## src/rtl/mem_port_arbiter.sv

```systemverilog
// Single-port PDP-8 main memory arbiter: data-break > front panel > CPU, with a
// starvation limiter that forces a CPU grant. One access in flight at a time.
module mem_port_arbiter #(
    parameter int ADDR_W     = 12,
    parameter int DATA_W     = 12,
    parameter int RD_LAT     = 1,
    parameter int STARVE_LIM = 4
) (
    input  logic              clock,
    input  logic              reset,
    input  logic              db_req,
    input  logic              db_we,
    input  logic [ADDR_W-1:0] db_addr,
    input  logic [DATA_W-1:0] db_wdata,
    output logic              db_ack,
    output logic [DATA_W-1:0] db_rdata,
    input  logic              fp_req,
    input  logic              fp_we,
    input  logic [ADDR_W-1:0] fp_addr,
    input  logic [DATA_W-1:0] fp_wdata,
    output logic              fp_ack,
    output logic [DATA_W-1:0] fp_rdata,
    input  logic              cpu_req,
    input  logic              cpu_we,
    input  logic [ADDR_W-1:0] cpu_addr,
    input  logic [DATA_W-1:0] cpu_wdata,
    output logic              cpu_ack,
    output logic [DATA_W-1:0] cpu_rdata,
    output logic              mem_en,
    output logic              mem_we,
    output logic [ADDR_W-1:0] mem_addr,
    output logic [DATA_W-1:0] mem_wdata,
    input  logic [DATA_W-1:0] mem_rdata,
    output logic              busy,
    output logic [1:0]        grant_id
);

    typedef enum logic [1:0] {IDLE, ISSUE, WAIT, DONE} state_t;

    localparam logic [1:0] GNT_NONE = 2'd0;
    localparam logic [1:0] GNT_DB   = 2'd1;
    localparam logic [1:0] GNT_FP   = 2'd2;
    localparam logic [1:0] GNT_CPU  = 2'd3;

    localparam int              SC_W       = $clog2(STARVE_LIM + 1);
    localparam logic [SC_W-1:0] STARVE_MAX = SC_W'(STARVE_LIM);
    localparam logic [2:0]      WAIT_LOAD  = 3'(RD_LAT - 1);

    state_t            state, next_state;
    logic [1:0]        winner;
    logic              sel_we;
    logic [ADDR_W-1:0] sel_addr;
    logic [DATA_W-1:0] sel_wdata;
    logic [SC_W-1:0]   starve_cnt;
    logic [2:0]        wait_cnt;

    // Arbitration: a saturated starvation count overrides the fixed priority.
    always_comb begin
        // NOTE: every combinationally assigned signal gets a default first so no path infers a latch.
        winner    = GNT_NONE;
        sel_we    = cpu_we;
        sel_addr  = cpu_addr;
        sel_wdata = cpu_wdata;
        if (cpu_req && starve_cnt == STARVE_MAX) winner = GNT_CPU;
        else if (db_req)                         winner = GNT_DB;
        else if (fp_req)                         winner = GNT_FP;
        else if (cpu_req)                        winner = GNT_CPU;
        case (winner)
            GNT_DB: begin
                sel_we    = db_we;
                sel_addr  = db_addr;
                sel_wdata = db_wdata;
            end
            GNT_FP: begin
                sel_we    = fp_we;
                sel_addr  = fp_addr;
                sel_wdata = fp_wdata;
            end
            default: ;
        endcase
    end

    always_ff @(posedge clock or posedge reset) begin
        if (reset) state <= IDLE;
        else       state <= next_state;
    end

    always_comb begin
        next_state = state;
        mem_en     = 1'b0;
        busy       = (state != IDLE);
        db_ack     = 1'b0;
        fp_ack     = 1'b0;
        cpu_ack    = 1'b0;
        case (state)
            IDLE:  if (winner != GNT_NONE) next_state = ISSUE;
            ISSUE: begin
                mem_en     = 1'b1;
                next_state = mem_we ? DONE : WAIT;
            end
            WAIT:  if (wait_cnt == 3'd0) next_state = DONE;
            DONE: begin
                db_ack     = (grant_id == GNT_DB);
                fp_ack     = (grant_id == GNT_FP);
                cpu_ack    = (grant_id == GNT_CPU);
                next_state = IDLE;
            end
            default: next_state = IDLE;
        endcase
    end

    // Latched access, owner, counters and per-requester read data.
    always_ff @(posedge clock or posedge reset) begin
        if (reset) begin
            // NOTE: sequential state uses non-blocking assignments only, so every register samples pre-edge values.
            mem_we     <= 1'b0;
            mem_addr   <= '0;
            mem_wdata  <= '0;
            grant_id   <= GNT_NONE;
            starve_cnt <= '0;
            wait_cnt   <= '0;
            db_rdata   <= '0;
            fp_rdata   <= '0;
            cpu_rdata  <= '0;
        end else begin
            case (state)
                IDLE: begin
                    if (winner != GNT_NONE) begin
                        mem_we    <= sel_we;
                        mem_addr  <= sel_addr;
                        mem_wdata <= sel_wdata;
                        grant_id  <= winner;
                    end
                    // A pending CPU request implies a winner, so this covers only real grants.
                    if (!cpu_req || winner == GNT_CPU) starve_cnt <= '0;
                    else if (starve_cnt != STARVE_MAX) starve_cnt <= starve_cnt + 1'b1;
                end
                ISSUE: wait_cnt <= WAIT_LOAD;
                WAIT: begin
                    if (wait_cnt == 3'd0) begin
                        case (grant_id)
                            GNT_DB:  db_rdata  <= mem_rdata;
                            GNT_FP:  fp_rdata  <= mem_rdata;
                            GNT_CPU: cpu_rdata <= mem_rdata;
                            default: ;
                        endcase
                    end else begin
                        wait_cnt <= wait_cnt - 1'b1;
                    end
                end
                DONE: grant_id <= GNT_NONE;
                default: ;
            endcase
        end
    end

endmodule

```

## config.mk

```make
export PLATFORM = sky130hd
export DESIGN_NAME = mem_port_arbiter
export DESIGN_NICKNAME = d
export VERILOG_FILES = /design/src/rtl/mem_port_arbiter.sv
export SDC_FILE = /design/constraint.sdc
export NUM_CORES = 1
export LEC_CHECK = 0
export CELL_PAD_IN_SITES_DETAIL_PLACEMENT = 0
export CELL_PAD_IN_SITES_GLOBAL_PLACEMENT = 2
export CORE_MARGIN = 1
export CORE_UTILIZATION = 26
export CTS_BUF_LIST = sky130_fd_sc_hd__clkbuf_8
export DETAILED_ROUTE_END_ITERATION = 6
export HOLD_SLACK_MARGIN = 0.15
export PLACE_DENSITY_LB_ADDON = 0.1
export SLEW_MARGIN = 20
export SYNTH_ARGS = -nofsm -noshare
export SYNTH_HDL_FRONTEND = slang
export SYNTH_SLANG_ARGS = --single-unit
```

## constraint.sdc

```tcl
create_clock -name clock -period 2.7 [get_ports clock]
set_input_delay 0.675 -clock clock [delete_from_list [all_inputs] [get_ports clock]]
set_output_delay 0.675 -clock clock [all_outputs]
set_load 0.05 [all_outputs]
```

==> key figures <==
Outcome
  – Status: completed

Global route
  – Vias in the first global route: 3103
  – Largest net degree at the start of global routing: 39
  – Initial antenna violation count: 0
  – Total track usage: 14.8%
  – Grt total ovfl: 0
  – First-pass GRT wire length: 16300 µm

Power
  – Clk pwr share: 12.8%
  – Power Density: 1250 mW/mm²
  – Peak VDD IR: 0.364 mV
  – Net Switching: 3370 µW
  – Tot Pwr: 7060 µW
  – Leak pwr: 0.00260 µW
  – Gate power share: 60.8%
  – Cell-internal power: 3680 µW
  – Switch share: 47.8%
  – Sequential share of power: 26.5%

Layout
  – Finished Layout Cells: 637
  – Net count, final: 560
  – N_diodes: 0
  – # fillers: 1325
  – Area Overhead vs Synth: 55.9%
  – Layout cell share with drive strength beyond 1: 15.8%

Worst setup path
  – Worst Setup SP: state[1]
  – Setup crit end kind: output pin
  – Cell chain of the critical path: inv_1 -> ha_1 -> clkdlybuf4s50_1
  – Startpoint Class: register
  – CP Max Fanout: 5
  – CP Data Required Time: 2.03 ns
  – Critical path's top delay family: buffers and inverters
  – Crit path max-delay cell type: clkdlybuf4s50_1
  – CP bufs+invs: 2
  – Reg2reg start: starve_cnt[0]
  – Crit Path Class: reg -> out
  – CP max stage delay: 0.82 ns
  – Worst EP arrival: 1.89 ns

Timing
  – Relative slew slack: 60.1%
  – Final Cycle Share: 94.9%
  – Min Tclk post-route: 2.56 ns
  – Hold Fails Final Rpt: 0
  – Setup ws final: 0.137 ns
  – F_max: 390 MHz
  – Hold slack: 0.479 ns
  – Final setup viols: 0
  – Worst-Margin Slew: 0.596 ns
  – Unrepaired setup endpoints after global routing: no
  – Worst Clk Skew: 0.0172 ns
  – Pins over their slew limit: 0

Logic synthesis
  – Post-synth EDFFs: 0
  – Synth async-reset ratio: 100%
  – Share of the synthesized area in the top cell type: 49.2%
  – Synth warn: 0
  – Cells after synthesis: 301
  – Flops & latches, synth: 71
  – Post-synth cell types: 32
  – Mapped Area: 0.00361 mm²
  – Ys flop type: dfrtp_1
  – Area leader, netlist: dfrtp_1
  – Top cells by area in the synthesized netlist: dfrtp_1, mux2_4, a21o_1
  – Syn Area/Cell: 12.0 µm²
  – Syn Nets: 405
  – Register area share after synthesis: 49.2%

Run
  – Max_cap viols: 0

Die
  – Core footprint: 0.0134 mm²
  – Num rows: 42
  – Die width: 120 µm
  – Die outline area: 0.0144 mm²
  – Die H: 120 µm
  – Ports: 160
  – Initial Utilization: 26.9%

Clocking
  – Clk Latency, worst-skew pair: 0.36 ns
  – Number of H-tree levels: 3
  – CTS Buf Count: 9
  – Clock Pin Slew Worst Setup and Hold Paths: 0.07 ns
  – Cts hold-fix bufs: 0
  – Post-CTS Resized: 0
  – CTS root buf: clkbuf_8
  – Post-CTS setup buffers: 0
  – Clock Path Buffers: 2
  – CTS tree: built
  – CTS Sinks: 71

Placed design
  – Hpwl dp: 7090 µm
  – Routability Congestion: 0.688
  – Post-placement cell count: 621
  – Pre-CTS WS: -0.0894 ns
  – Port buffer count: 159

Routing
  – Drt total wl: 9950 µm
  – Routed WL per cell: 15.6 µm
  – Final ANT Viol Nets: 0
  – 1st-pass router iterations: 4
  – Initial DRC count: 91
  – Number of vias per cell: 4.53
  – Drt drc: 0
  – Via count: 2884

Worst hold path
  – Hold WC Path Type: reg -> reg
  – Worst hold start: mem_wdata[3]
==> layout by cell type (no fill, tap or decap), drive strengths merged, types with 2 or more instances in the layout <==
master         count
inv               15
dfrtp             71
clkbuf             9
nor2b              2
a22oi             25
nand2              6
o21ai              4
a21oi              3
buf               13
a22o               2
a31oi              2
and3               2
ha                12
o22ai              3
mux2              37
nand2b             3
a21o              26
clkinv             2
o31ai              2
a211oi            25
nand4b             2
nor2              30
clkdlybuf4s50    155
==> per-stage QoR <==
stage	cell area (µm²)	util [%]	TNS [ns]
after detailed placement	5430	40.5	-1.50
final	5630	42.0	0
after floorplan	3610	-	0
after CTS	5630	42.0	0
after global routing	5630	42.0	0
after global placement	5430	40.5	-0.0450
==> synthesized netlist by cell type, types with 3 or more instances <==
library cell / instances
dfrtp_1: 71
mux2_4: 30
nor2_1: 30
a21o_1: 26
a211oi_1: 25
a22oi_1: 25
buf_2: 12
ha_1: 12
inv_1: 12
clkbuf_1: 8
mux2_2: 7
nand2_1: 6
o21ai_0: 4
a21oi_1: 3
buf_6: 3
nand2b_1: 3
o22ai_1: 3
==> power by group through the flow <==
stage / clock network [µW] / registers, µW / logic [µW]
6_report: 900 / 1870 / 4290
3_3_place_gp: 0 / 1880 / 4320
2_1_floorplan: 0 / 3500 / 1250
3_5_place_dp: 0 / 1890 / 4330
5_1_grt: 977 / 1940 / 4510
4_1_cts: 939 / 1870 / 4340
==> per-layer routing <==
metal | global-route usage [%] | routed length, µm
met1 | 17.7 | 4320
met2 | 24.1 | 4630
met4 | 6.09 | 164
met3 | 5.32 | 834
met5 | 0 | 0
==> cells by family after synthesis <==
group / after synthesis / share of synthesized area, %
buffers and inverters: 36 / 4.82
and+or+nand+nor: 48 / 7.28
muxes: 38 / 14.9
DFF: 71 / 49.2
xor gates and xnor gates: 1 / 0.243
AOI/OAI and AO/OA: 95 / 19.3
adders and majority gates: 12 / 4.16
==> area by class of cell <==
| type | count | area (µm²) | area share, % |
|---|---|---|---|
| Timing Repair Buffer | 168 | 1720 | 30.6 |
| Clock buffer | 9 | 124 | 2.20 |
| Tap cell | 176 | 220 | 3.91 |
| Multi-Input combinational cell | 194 | 1660 | 29.5 |
| Sequential cell | 71 | 1780 | 31.6 |
| Inverter | 12 | 45.0 | 0.800 |
| Clock inverter | 7 | 77.6 | 1.38 |
==> sequential cells by signal, summed over array words and instances, names as in the netlist <==
| signal | cells |
|---|---|
| fp_rdata | 12 |
| state | 2 |
| mem_addr | 12 |
| mem_wdata | 12 |
| grant_id | 2 |
| starve_cnt | 3 |
| wait_cnt | 3 |
| mem_we | 1 |
| cpu_rdata | 12 |
| db_rdata | 12 |
==> final timing paths <==
| check | endpoint | slack (ns) | depth (start not counted) |
|---|---|---|---|
| setup / recovery | mem_en | 0.14 | 3 |
| hold / removal | mem_wdata[3] | 0.48 | 1 |
| setup reg to reg | mem_addr[9] | 0.48 | 10 |
| hold reg to reg | mem_wdata[3] | 0.48 | 1 |
| max in group asynchronous | cpu_rdata[10] | 1.46 | 3 |
| min in group asynchronous | mem_addr[1] | 0.67 | 2 |
No activity file was read; power rests on OpenSTA's default activity.
